### config.mk
export PLATFORM = sky130hd
export DESIGN_NAME = em_pipe
export DESIGN_NICKNAME = d
export VERILOG_FILES = /design/src/rtl/em_pipe_pkg.sv /design/src/rtl/em_pipe.sv
export SDC_FILE = /design/constraint.sdc
export NUM_CORES = 1
export LEC_CHECK = 0
export BUFFER_PORTS_ARGS = -buffer_cell sky130_fd_sc_hd__buf_2
export CAP_MARGIN = 20
export CORE_UTILIZATION = 41
export CTS_BUF_LIST = sky130_fd_sc_hd__clkbuf_8
export DETAILED_ROUTE_END_ITERATION = 8
export PLACE_DENSITY = 0.79
export SYNTH_ARGS = -nofsm -noshare
export SYNTH_HDL_FRONTEND = slang
export SYNTH_SLANG_ARGS = --single-unit
export TNS_END_PERCENT = 5
### constraint.sdc
create_clock -name clk -period 0.8 [get_ports clk]
set_input_delay 0.16 -clock clk [delete_from_list [all_inputs] [get_ports clk]]
set_output_delay 0.16 -clock clk [all_outputs]
set_load 0.03 [all_outputs]
### src/rtl/em_pipe_pkg.sv
// em_pipe_pkg
//   Constants and types shared by the pipeline registers of the core
//   (F/D, D/E, E/M, M/W).
//   - DATA_W_DEF : default datapath width (ALU result, address)
//   - REG_W_DEF  : default register index width (16-entry register file)
//   - em_ctrl_t  : bundled E/M control bits, available to stage logic
package em_pipe_pkg;

  localparam int DATA_W_DEF = 32;
  localparam int REG_W_DEF  = 4;

  typedef struct packed {
    logic pcload;
    logic regw;
    logic memw;
    logic regmem;
  } em_ctrl_t;

  // All-zero control word: no PC load, no register write, no memory write.
  localparam em_ctrl_t EM_CTRL_BUBBLE = '0;

endpackage

### src/rtl/em_pipe.sv
// em_pipe
//   Execute-to-Memory pipeline register. Every output is a flop that loads
//   its matching Execute-stage input on each rising clk edge, so the bundle
//   appears at the Memory stage exactly one cycle later. A synchronous
//   active-high rst loads the all-zero bundle, which is a pipeline bubble.
//
//   Ports
//     clk        in   system clock, rising-edge
//     rst        in   synchronous reset, active-high
//     pcload_E   in   write-PC control
//     regw_E     in   register-file write enable
//     memw_E     in   data-memory write enable
//     regmem_E   in   write-back select (1 = memory data, 0 = ALU result)
//     regScr_E   in   destination register index   [REG_W]
//     ALUrslt_E  in   ALU result                   [DATA_W]
//     address_E  in   memory address / store data  [DATA_W]
//     *_M        out  registered copies of the *_E inputs
module em_pipe
  import em_pipe_pkg::*;
#(
  parameter int DATA_W = DATA_W_DEF,
  parameter int REG_W  = REG_W_DEF
) (
  input  logic              clk,
  input  logic              rst,
  input  logic              pcload_E,
  input  logic              regw_E,
  input  logic              memw_E,
  input  logic              regmem_E,
  input  logic [REG_W-1:0]  regScr_E,
  input  logic [DATA_W-1:0] ALUrslt_E,
  input  logic [DATA_W-1:0] address_E,
  output logic              pcload_M,
  output logic              regw_M,
  output logic              memw_M,
  output logic              regmem_M,
  output logic [REG_W-1:0]  regScr_M,
  output logic [DATA_W-1:0] ALUrslt_M,
  output logic [DATA_W-1:0] address_M
);

  em_ctrl_t          ctrl_d,    ctrl_q;
  logic [REG_W-1:0]  regscr_d,  regscr_q;
  logic [DATA_W-1:0] alurslt_d, alurslt_q;
  logic [DATA_W-1:0] address_d, address_q;

  // No enable or stall: the next state is always the current Execute bundle.
  always_comb begin
    ctrl_d.pcload = pcload_E;
    ctrl_d.regw   = regw_E;
    ctrl_d.memw   = memw_E;
    ctrl_d.regmem = regmem_E;
    regscr_d      = regScr_E;
    alurslt_d     = ALUrslt_E;
    address_d     = address_E;
  end

  // Reset takes priority over capture; inputs seen at a reset edge are dropped.
  always_ff @(posedge clk) begin
    if (rst) begin
      ctrl_q    <= EM_CTRL_BUBBLE;
      regscr_q  <= '0;
      alurslt_q <= '0;
      address_q <= '0;
    end else begin
      ctrl_q    <= ctrl_d;
      regscr_q  <= regscr_d;
      alurslt_q <= alurslt_d;
      address_q <= address_d;
    end
  end

  assign pcload_M  = ctrl_q.pcload;
  assign regw_M    = ctrl_q.regw;
  assign memw_M    = ctrl_q.memw;
  assign regmem_M  = ctrl_q.regmem;
  assign regScr_M  = regscr_q;
  assign ALUrslt_M = alurslt_q;
  assign address_M = address_q;

endmodule

==> summary.txt, run 1 <==
Yosys
  • Synth top area cells: dfxtp_1, nor2b_1, buf_6
  • Synth top area share: 0.7273
  • Yosys reg bits: approximately 70
  • Synthesized cell area: 1982 µm²
  • Post-Syn Nets: between 200 and 250
  • Syn_area_per_cell: 13.04 µm²
  • Sequential element share of the synthesized area: 0.7273
  • Cell accounting for the most synthesized area: dfxtp_1
  • Ys Warns: 0
  • Unique masters post-synth: 3
  • Syn Inst Count: between 150 and 200

Timing
  • Fmax: slightly above 1000 MHz
  • Final setup viols: roughly 70
  • Fin worst setup slack: -0.1740 ns
  • Slew HR: 0.8555
  • Minimum clock period: between 0.9 and 1 ns
  • Fin. Hold Viols: 0
  • RSZ-0062 raised after global routing: yes
  • Worst slew pin tran: between 0.2 and 0.25 ns
  • Final period util: 1.218
  • Final slew viol count: 0

Min path
  • WHS Path Cells: 2
  • Hold EP: ALUrslt_M[3]
  • HP Class: in2reg
  • Hold_sp: ALUrslt_E[3]

GRT
  • GRT Resource Usage Total: 0.1984
  • Vias in the first global route: ~1600
  • Largest net degree at the start of global routing: between 50 and 60
  • Initial antenna violation count: 0
  • Total grt overflow: 0
  • First-pass GRT wire length: ~7400 µm

Power and ir drop
  • Gate power share: 0.146
  • Int Pwr: 6126 µW
  • Sw frac: 0.2438
  • Pwr per Cell Area: ~2300 nW/µm²
  • Flop pwr share: 0.482
  • Sw Pwr: ~2000 µW
  • Peak supply drop: roughly 1.6 mV
  • Clock share of power: 0.372
  • Leak Pwr: 0.001631 µW

Setup path
  • Worst Path Required: about 0.64 ns
  • Worst setup path category: reg2out
  • Master of the slowest instance on the critical path: dfxtp_2
  • CP top delay family: flip-flops
  • CP Capture Type: output port
  • Startpoint Class: register
  • Critical path buffers and inverters: 1
  • CP peak stage delay: about 0.35 ns
  • Crit path max fanout: 1
  • Worst Path Arrival: 0.81 ns
  • Crit path cell chain: buf_6

Layout
  • Sequential cell area: approximately 1500 µm²
  • Most common cell after layout, fill and taps aside: buf_2
  • Final core utilization: 0.7686
  • Most frequent cells in the layout: buf_2, dfxtp_2, nor2b_1, buf_6, clkbuf_8
  • Design area: ~3500 µm²
  • Layout area overhead: 74.68%
  • Share of cells above drive strength 1: 0.7622
  • Layout Nets: around 380
  • Ant. Diodes: 0
  • Fill cell count: approximately 280
  • Multi-input combinational cell area: approximately 450 µm²

Route
  • DRC Markers: 0
  • Iter 0 DRT Violations: 45
  • Drt wl/cell: approximately 14 µm
  • DR pass1 iterations: 4
  • Via Count: approximately 1500
  • Routed Antenna Nets: 0
  • Final wirelength: approximately 4900 µm
  • Via density: between 4 and 5

Clock tree
  • H-tree depth: 3
  • Max Root-Sink Buffers: 2
  • Hold Buf Count CTS: 0
  • CTS clk-pin slew, worst paths: approximately 0.080 ns
  • CTS root buf: clkbuf_8
  • Setup repair bufs after CTS: 0
  • Post_cts resized: ~220
  • CTS sink cnt: 72
  • Cts bufs inserted: 9
  • CTS tree: yes

Die
  • Top Ports: 146
  • Die Ht: 71.53 µm
  • Site Rows: 24
  • Full die area: just over 5000 µm²
  • Initial core utilization: 0.4400
  • Core Area: ~4500 µm²
  • Die extent in x: between 70 and 80 µm

Place
  • IO Port Bufs: roughly 150
  • Placer Congestion: 0.6585
  • DP Area: roughly 2700 µm²
  • Final HPWL from detailed placement: ~2800 µm

Flow run
  • # Max-Cap Violations: 0

Run status
  • Failing checks: setup timing
  • Status: finished with violations
[stage by stage]
step | total power, µW | setup WS [ns] | setup TNS [ns] | hold WS [ns] | instances
finish | 8101 | -0.1740 | -9.448 | 0.03867 | 359
global route | 8443 | -0.2113 | -12.00 | 0.02920 | 359
CTS | 8131 | -0.1621 | -10.61 | 0.02297 | 359
detailed placement | 4840 | 0.07147 | 0 | 0.3731 | 343
global placement | 4828 | 0.09217 | 0 | 0.3666 | 343
floorplan | 4500 | 0.1807 | 0 | 0.2882 | 152
[cell families (layout without fill, tap and decap cells)]
family                 count (synthesis)  count (layout)  share of synthesized area
buffers and inverters                  8             163                    0.04546
and+or+nand+nor                       72              72                     0.2273
DFF                                   72              72                     0.7273
[synthesized netlist by cell type]
| cell type | n |
|---|---|
| dfxtp_1 | 72 |
| nor2b_1 | 72 |
| buf_6 | 8 |
[final cells by class]
type | count | share of cell area
Multi-Input combinational cell | 72 | 0.1301
Sequential cell | 72 | 0.4424
Clock buffer | 9 | 0.03578
Timing Repair Buffer | 147 | 0.3477
Clock inverter | 7 | 0.02530
Tap cell | 52 | 0.01879
[per-layer routing]
metal	wire length, µm	track usage	share of wire	up-vias
li1	-	-	-	753
met1	1601	0.1813	0.33	692
met2	2688	0.3767	0.55	92
met3	446	0.07032	0.092	12
met4	125	0.1133	0.026	0
met5	0	0	0	-
[how the worst max path moves through the flow]
stage | from | end | slack (ns) | cells past startpoint
after floorplan | ALUrslt_M[0] | ALUrslt_M[0] | 0.18 | 0
after global placement | rst | ALUrslt_M[24] | 0.09 | 3
after detailed placement | rst | pcload_M | 0.07 | 3
after CTS | ALUrslt_M[2] | ALUrslt_M[2] | -0.16 | 1
after global routing | ALUrslt_M[10] | ALUrslt_M[10] | -0.21 | 1
final | ALUrslt_M[10] | ALUrslt_M[10] | -0.17 | 1
[registers in the layout (all words and copies together), names as in the netlist]
signal	flops
pcload_M	1
regw_M	1
ALUrslt_M	32
regmem_M	1
regScr_M	4
address_M	32
memw_M	1
[power by group through the flow]
stage	Clock (µW)	Sequential, µW	Combinational [µW]
after floorplan	0	4300	198
after global placement	0	3890	935
after detailed placement	0	3900	943
after CTS	3060	3900	1170
after global routing	3280	3920	1240
final	3020	3910	1180
No activity file was read; power rests on OpenSTA's default activity.
==> run 2: changes to the inputs <==
Settings changed: CORE_MARGIN set to 5.
==> run 2 against run 1 <==
Against the previous run:
- the run still ends with setup timing left
- cell area rose by 1.1%
- hold slack got worse by 0.0076 ns
- power rose by 0.42%
- clock power barely moved
- maximum frequency rose by 0.94%
- routed wire length rose by 8.9%
- clock-buffer cell count rose by 4
- first-iteration DRC count fell by 49%
- sequential share of layout area fell by 0.47 points
- non-clock buffer count did not move
- via count rose by 0.13%
- worst setup slack improved by 0.0091 ns
==> summary.txt, run 2 (synthesized netlist as in run 1, its figures left out) <==
Die
  • Die extent in x: 79.53 µm (+11%)
  • Die Ht: 79.53 µm (+11%)
  • Top Ports: 146 (unchanged)
  • Initial core utilization: 0.4196 (-0.02040)
  • Core Area: 4723 µm² (+4.9%)
  • Full die area: 6324 µm² (+24%)
  • Site Rows: 25 (+4.2%)

Min path
  • Hold EP: ALUrslt_M[23]
  • HP Class: in2reg
  • WHS Path Cells: 2 (unchanged)
  • Hold_sp: ALUrslt_E[23]

Run status
  • Failing checks: setup timing
  • Status: finished with violations

Timing
  • Final slew viol count: 0 (unchanged)
  • Minimum clock period: 0.9650 ns (-0.009065 ns)
  • Fin worst setup slack: -0.1650 ns (+0.009065 ns)
  • Fmax: 1036 MHz (+0.94%)
  • RSZ-0062 raised after global routing: yes
  • Setup TNS: -10.16 ns (-0.7126 ns)
  • Fin. Hold Viols: 0 (unchanged)
  • Worst slew pin tran: 0.1549 ns (-0.06190 ns)
  • Slew HR: 0.8968 (+0.04126)
  • Fin Hold WS: 0.03104 ns (-0.007624 ns)
  • Final setup viols: 72 (unchanged)
  • Final period util: 1.206 (-0.01133)

Power and ir drop
  • Final Power: 8135 µW (+0.42%)
  • Peak supply drop: 1.398 mV (-11%)
  • Leak Pwr: 0.001638 µW (+0.45%)
  • Pwr per Cell Area: 2325 nW/µm² (-0.65%)

Setup path
  • Crit path cell chain: buf_6
  • Worst Path Required: 0.64 ns (about the same)
  • CP top delay family: flip-flops
  • Master of the slowest instance on the critical path: dfxtp_2
  • Startpoint Class: register
  • Critical path buffers and inverters: 1 (unchanged)
  • CP Capture Type: output port
  • Worst Path Arrival: 0.80 ns (about the same)
  • Crit path max fanout: 1 (unchanged)
  • CP peak stage delay: 0.34 ns (about the same)
  • Worst setup path category: reg2out

Place
  • Worst slack at placement: 0.09944 ns (+0.02797 ns)
  • Placed cells: 358 (+4.4%)
  • IO Port Bufs: 145 (unchanged)
  • Placer Congestion: 0.6910 (+4.9%)
  • Final HPWL from detailed placement: 3338 µm (+21%)

Clock tree
  • Max Root-Sink Buffers: 2 (unchanged)
  • H-tree depth: 3 (unchanged)
  • Cts bufs inserted: 9 (unchanged)
  • Hold Buf Count CTS: 0 (unchanged)
  • CTS clk-pin slew, worst paths: 0.07 ns (about the same)
  • CTS root buf: clkbuf_8
  • Setup repair bufs after CTS: 0 (unchanged)
  • CTS sink cnt: 72 (unchanged)
  • CTS tree: yes

Route
  • Met2 WL: 2791 µm (+3.8%)
  • DRC Markers: 0 (unchanged)
  • Via Count: 1551 (+0.13%)
  • Highest routed layer: met4
  • Via density: 4.147 (-3.9%)
  • Routed Antenna Nets: 0 (unchanged)
  • Final wirelength: 5296 µm (+8.9%)
  • M1 WL: 1869 µm (+17%)
  • Iter 0 DRT Violations: 23 (-49%)
  • Wire length on met3: 527 µm (+18%)
  • Drt wl/cell: 14.16 µm (+4.6%)
  • DR pass1 iterations: 4 (unchanged)

GRT
  • Total grt overflow: 0 (unchanged)
  • GRT Resource Usage Total: 0.1745 (-0.02384)
  • Initial antenna violation count: 0 (unchanged)
  • Largest net degree at the start of global routing: 38 (-31%)
  • First-pass GRT wire length: 8045 µm (+8.3%)
  • Vias in the first global route: 1654 (+2.5%)

Layout
  • Share of cells above drive strength 1: 0.7622 (unchanged)
  • Fill cell count: 314 (+11%)
  • Most frequent cells in the layout: buf_2, dfxtp_2, nor2b_1, buf_6, clkbuf_8
  • Layout area overhead: 76.58%
  • Fin cells: 374 (+4.2%)
  • Layout Nets: 376 (unchanged)
  • Most common cell after layout, fill and taps aside: buf_2
  • Ant. Diodes: 0 (unchanged)

Flow run
  • # Max-Cap Violations: 0 (unchanged)
run 2: changes by cell type in the layout (fill, tap and decap cells not counted):
cell and delta:
clkinv_2 -2, clkbuf_8 +4, clkinv_4 -1, buf_12 +1
bufinv_16 -1, buf_4 -1
run 2: metal layers:
layer | up-vias | track usage
li1 | 753 | -
met1 | 695 | 0.1713
met2 | 92 | 0.3105
met3 | 11 | 0.07336
met4 | 0 | 0.08935
met5 | - | 0
run 2: worst max-delay path by stage:
stage,from,endpoint,slack (ns),cells after the start
final,ALUrslt_M[22],ALUrslt_M[22],-0.16,1
after global routing,ALUrslt_M[22],ALUrslt_M[22],-0.20,1
after global placement,rst,address_M[10],0.12,3
after floorplan,ALUrslt_M[0],ALUrslt_M[0],0.18,0
after CTS,ALUrslt_M[16],ALUrslt_M[16],-0.16,1
after detailed placement,rst,ALUrslt_M[14],0.1,3
run 2: cell type report:
| cell class | instances | area, µm² | share of cell area |
|---|---|---|---|
| well taps | 67 | 83.83 | 0.02395 |
| flip-flops and latches | 72 | 1531 | 0.4376 |
| repair buffers | 147 | 1216 | 0.3475 |
| multi-input cells | 72 | 450.4 | 0.1287 |
| clock inverters | 3 | 38.79 | 0.01108 |
| clock buffers | 13 | 178.9 | 0.05113 |
run 2: report_power, final:
part	leakage, µW	internal, µW	switching [µW]
clock network	0.000117	1770	1270
logic	0.000902	584	603
registers	0.000619	3820	94.7
total	0.00164	6170	1970
run 2: repair_timing:
action	CTS	global route
gates cloned	0	0
resized for setup	216	0
setup endpoints to repair	72	72
run 2: metrics by stage:
stage               instance area, µm²  utilization
finish                            3500       0.7409
floorplan                         1982            -
global placement                  2741       0.5804
CTS                               3500       0.7409
global route                      3500       0.7409
detailed placement                2741       0.5804
